--- config.mk ---
export PLATFORM = sky130hd
export DESIGN_NAME = wb_select_pipe
export DESIGN_NICKNAME = d
export VERILOG_FILES = /design/src/rtl/wb_select_pipe.sv
export SDC_FILE = /design/constraint.sdc
export NUM_CORES = 1
export LEC_CHECK = 0
export BUFFER_PORTS_ARGS = -buffer_cell sky130_fd_sc_hd__buf_2
export CORE_UTILIZATION = 50
export CTS_CLUSTER_DIAMETER = 30
export DETAILED_ROUTE_END_ITERATION = 8
export GPL_TIMING_DRIVEN = 0
export HOLD_SLACK_MARGIN = 0.12
export PLACE_DENSITY = 0.83
export SYNTH_ARGS = -nofsm -noshare
export SYNTH_HDL_FRONTEND = slang
export SYNTH_SLANG_ARGS = --single-unit
--- constraint.sdc ---
create_clock -name clk -period 2.15 [get_ports clk]
set_clock_uncertainty 0.1 [all_clocks]
set_input_delay 0.3225 -clock clk [delete_from_list [all_inputs] [get_ports clk]]
set_output_delay 0.3225 -clock clk [all_outputs]
set_load 0.01 [all_outputs]
--- src/rtl/wb_select_pipe.sv ---
// wb_select_pipe: parametrised writeback-source selector.
//
// Picks one of NUM_SRC WIDTH-bit result sources, registers it together with
// its destination tag and write enable, and presents it to the register file
// over a valid/ready handshake. A second (skid) register holds one further
// beat, so full throughput is kept under backpressure while in_ready remains
// a plain flop output.
//
// Ports:
//   clk, rst_n            clock (rising edge), asynchronous active-low reset
//   src_data_i            packed sources, source k at [k*WIDTH +: WIDTH]
//   sel_i, dest_i, we_i   select, destination tag, write enable of input beat
//   in_valid / in_ready   input handshake
//   out_data/out_dest/out_we, out_valid / out_ready   output beat + handshake
//   flush                 synchronous discard of all buffered beats
//   err_clr               clears sel_err / err_count
//   sel_err, err_count    sticky bad-select flag, saturating bad-select count
module wb_select_pipe #(
  parameter int WIDTH       = 8,
  parameter int NUM_SRC     = 5,
  parameter int SEL_W       = 4,
  parameter int DEFAULT_SRC = 0,
  parameter int ADDR_W      = 4,
  parameter int ERR_CNT_W   = 8
) (
  input  logic                     clk,
  input  logic                     rst_n,
  input  logic [NUM_SRC*WIDTH-1:0] src_data_i,
  input  logic [SEL_W-1:0]         sel_i,
  input  logic [ADDR_W-1:0]        dest_i,
  input  logic                     we_i,
  input  logic                     in_valid,
  output logic                     in_ready,
  output logic [WIDTH-1:0]         out_data,
  output logic [ADDR_W-1:0]        out_dest,
  output logic                     out_we,
  output logic                     out_valid,
  input  logic                     out_ready,
  input  logic                     flush,
  input  logic                     err_clr,
  output logic                     sel_err,
  output logic [ERR_CNT_W-1:0]     err_count
);

  typedef struct packed {
    logic [WIDTH-1:0]  data;
    logic [ADDR_W-1:0] dest;
    logic              we;
  } beat_t;

  // Source unpack
  logic [WIDTH-1:0] src [NUM_SRC];

  for (genvar g = 0; g < NUM_SRC; g++) begin : g_src
    assign src[g] = src_data_i[g*WIDTH +: WIDTH];
  end

  // Input-side selection
  logic       sel_ok;
  beat_t      sel_beat;

  // Compare at 32 bits so NUM_SRC == 2**SEL_W does not wrap to zero.
  assign sel_ok = ({{(32-SEL_W){1'b0}}, sel_i} < 32'(NUM_SRC));

  always_comb begin
    sel_beat.data = src[DEFAULT_SRC];
    for (int k = 0; k < NUM_SRC; k++) begin
      if (sel_ok && (sel_i == SEL_W'(k))) sel_beat.data = src[k];
    end
    sel_beat.dest = dest_i;
    // An out-of-range select must never write the register file.
    sel_beat.we   = we_i & sel_ok;
  end

  // Handshake
  logic  skid_valid;
  beat_t skid_q;
  beat_t out_q;
  logic  accept;
  logic  bad_acc;

  assign in_ready = ~skid_valid;             // flop-derived, no out_ready path
  assign accept   = in_valid & in_ready;
  // A flushed beat is discarded outright, including for error accounting.
  assign bad_acc  = accept & ~flush & ~sel_ok;

  always_ff @(posedge clk or negedge rst_n) begin
    if (!rst_n) begin
      out_valid  <= 1'b0;
      skid_valid <= 1'b0;
      out_q      <= '0;
      skid_q     <= '0;
    end else if (flush) begin
      out_valid  <= 1'b0;
      skid_valid <= 1'b0;
    end else if (skid_valid) begin
      // Skid full implies out_valid; in_ready is low, so no accept here.
      if (out_ready) begin
        out_q      <= skid_q;
        skid_valid <= 1'b0;
      end
    end else if (accept) begin
      if (!out_valid || out_ready) begin
        out_q     <= sel_beat;
        out_valid <= 1'b1;
      end else begin
        skid_q     <= sel_beat;
        skid_valid <= 1'b1;
      end
    end else if (out_ready) begin
      out_valid <= 1'b0;
    end
  end

  assign out_data = out_q.data;
  assign out_dest = out_q.dest;
  assign out_we   = out_q.we;

  // Error tracking; a bad accept coinciding with err_clr counts as the first.
  always_ff @(posedge clk or negedge rst_n) begin
    if (!rst_n) begin
      sel_err   <= 1'b0;
      err_count <= '0;
    end else if (err_clr) begin
      sel_err   <= bad_acc;
      err_count <= bad_acc ? ERR_CNT_W'(1) : '0;
    end else if (bad_acc) begin
      sel_err <= 1'b1;
      if (err_count != '1) err_count <= err_count + 1'b1;
    end
  end

endmodule

==> reports/metrics.yaml <==
global_route:
  grt_pass1_wl_um: 9690
  grt_pass1_vias: 2108
  antenna_found_initial: 0
  grt_use_total_pct: 24.7
  grt.overflow.total: 0
  grt_max_degree: 38
sta:
  slew_headroom_pct: 45.6
  layout_min_cycle_time_ns: 1.93
  grt_setup_unrepaired: "false"
  worst_pin_slew_ns: 0.809
  period_share_pct: 89.9
  tns_ns: 0
  max_freq_mhz: 517
  setup_viol: 0
  drv_slew: 0
  hold_viol_final: 0
setup_path:
  r2r-end: "out_data[4]"
  crit_path_end_kind: "flip-flop"
  critPathKind: "input pin to flip-flop"
  regToRegSetupSlack_ns: 0.35
  worstRegToRegCells: 3
  required_ns: 2.24
  path_max_fanout: 10
  cp-start-kind: "input pin"
  reg2reg_from: "skid_valid"
  arrival_ns: 2.02
route:
  vias_per_cell: 5.83
  drc: 0
  drtIter0Drc: 228
  route.final.wire_length_um: 5780
  wl_per_cell_um: 15.2
  ant_nets: 0
  firstDrtPassIters: 4
  vias: 2220
die:
  fp.dieW_um: 69.9
  num_rows: 24
  io_pins: 79
  die_h_um: 69.9
  start_util_pct: 52.5
  fp.coreArea_um2: 4380
  dieArea_um2: 4880
synthesis:
  synthArstFlopShare_pct: 100
  syn_nets: 301
  synth_edf_count: 0
  ys_seq_elements: 37
  synth.distinct_cells: 45
  avgSynthCellArea_um2: 9.40
  syn_area_um2: 2300
  ys_seq_area_share_pct: 40.2
  synth_flop_cell: "dfrtp_1"
  ys_warn_count: 0
  netlist_instances: 245
hold_path:
  hold_class: "input pin to flip-flop"
  min-delay-start: "dest_i[0]"
  min_path_cells: 2
  holdPathEnd: "skid_q[1]"
cells_and_area:
  fin_nets: 384
  syn_to_final_growth_pct: 24.8
  drive_above_1_share_pct: 34.3
  layout_common_cells: "79 x buf_2, 37 x dfrtp_1, 34 x o21ai_0, 17 x a31oi_1"
  final_common_cell: "buf_2"
  diodes: 0
  layout.cells.non_filler: 381
placement:
  io_buffers: 74
  hpwl_um: 4230
  dp.cells: 371
  gp_congestion: 0.839
cts:
  cts_tree: "yes"
  cts_resized: 0
  htree_levels: 2
  clk_latency_ns: 0.29
  cts-root-buf: "clkbuf_8"
  postCtsSetupRepairBufs: 0
  cts_sinks: 37
  clockBufferDepth: 2
  clk_pin_slew_ns: 0.08
  cts_made_buffers: 5
pwr:
  vdd_ir_drop_max_mv: 0.446
  p_per_area_nw_per_um2: 670
  p_leak_nw: 1.24
run_status:
  status: "finished clean"
job:
  cap_violations: 0
cell type report:
class                           instances  area, um^2
Fill cell                             376        1510
Multi-Input combinational cell        187        1250
Sequential cell                        37         926
Timing Repair Buffer                   76         390
Buffer                                 17         108
Clock buffer                            5        68.8
Tap cell                               52        65.1
Clock inverter                          3        46.3
Inverter                                4        15.0
worst max-delay path, stage by stage:
cell and delay, ns:
dlygate4sd3_1 0.53, buf_2 0.13, inv_1 0.19, and3_1 0.23, buf_2 0.25, mux2_2 0.36
flip-flops by register name, summed over array words and instances (netlist names):
name,flops
sel_err,1
skid_q,13
out_valid,1
out_data,8
skid_valid,1
out_we,1
err_count,8
out_dest,4
where the power goes:
part | switching, W | internal, W
Combinational | 0.000236 | 0.000209
Sequential | 0.0000615 | 0.000815
Clock | 0.000257 | 0.000347
Total | 0.000554 | 0.00137
metal layers:
layer  up-vias  share of wire, %  track usage (%)
met5         -                 0                0
met2        78                48             39.2
met3         8               6.5             5.48
met1      1040                45             33.9
met4         0              0.97             7.56
li1       1094                 -                -
synth_stat cells (all sizes together), types with 3 or more instances:
cell      n  area [um^2]
inv       4         15.0
a21oi    16         80.1
o22ai     8          100
mux2      5         56.3
nor3      3         20.0
mux2i     6         60.1
dfrtp    37          926
nand2    16         60.1
or4       8         60.1
o211ai    3         22.5
and3      3         18.8
a31oi    17          106
clkbuf    5         18.8
nand2b    8         50.1
nor2     16         76.3
o21ai    34          170
o21a     12         90.1
nand4bb   8         90.1
buf      12         88.8
cell families (layout without fill, tap and decap cells):
family / count (synthesis) / count (layout) / synth area share (%)
compound gates: 98 / 98 / 27.6
mux: 11 / 11 / 5.05
buf+inv: 21 / 105 / 5.32
simple gates: 77 / 77 / 21.2
flops: 37 / 37 / 40.2
fa+ha+maj: 1 / 1 / 0.543
how the worst max path moves through the flow:
stage,depth (start not counted),slack [ns],end,start
after global routing,5,0.13,out_data[4],out_ready
final,6,0.22,skid_q[2],out_ready
after CTS,6,0.23,skid_q[2],out_ready
after detailed placement,5,0.34,skid_q[3],flush
after floorplan,4,0.59,skid_q[1],skid_valid
after global placement,5,0.36,skid_q[1],flush
stage by stage:
step	setup WS [ns]	instance area [um^2]	utilization (%)	total power, W	hold slack (ns)
2_1_floorplan	0.592	2300	-	0.00115	-0.0731
4_1_cts	0.228	2870	65.6	0.00193	0.166
3_5_place_dp	0.340	2740	62.5	0.00133	0.359
5_1_grt	0.126	2870	65.6	0.00203	0.169
6_report	0.217	2870	65.6	0.00193	0.169
3_3_place_gp	0.357	2740	62.5	0.00131	0.350
timing repair:
item	CTS	global route
endpoints found under the setup margin	0	0
hold buffers	2	0
endpoints found under the hold margin	38	0
Note: power is estimated with default switching activity, not from simulation.
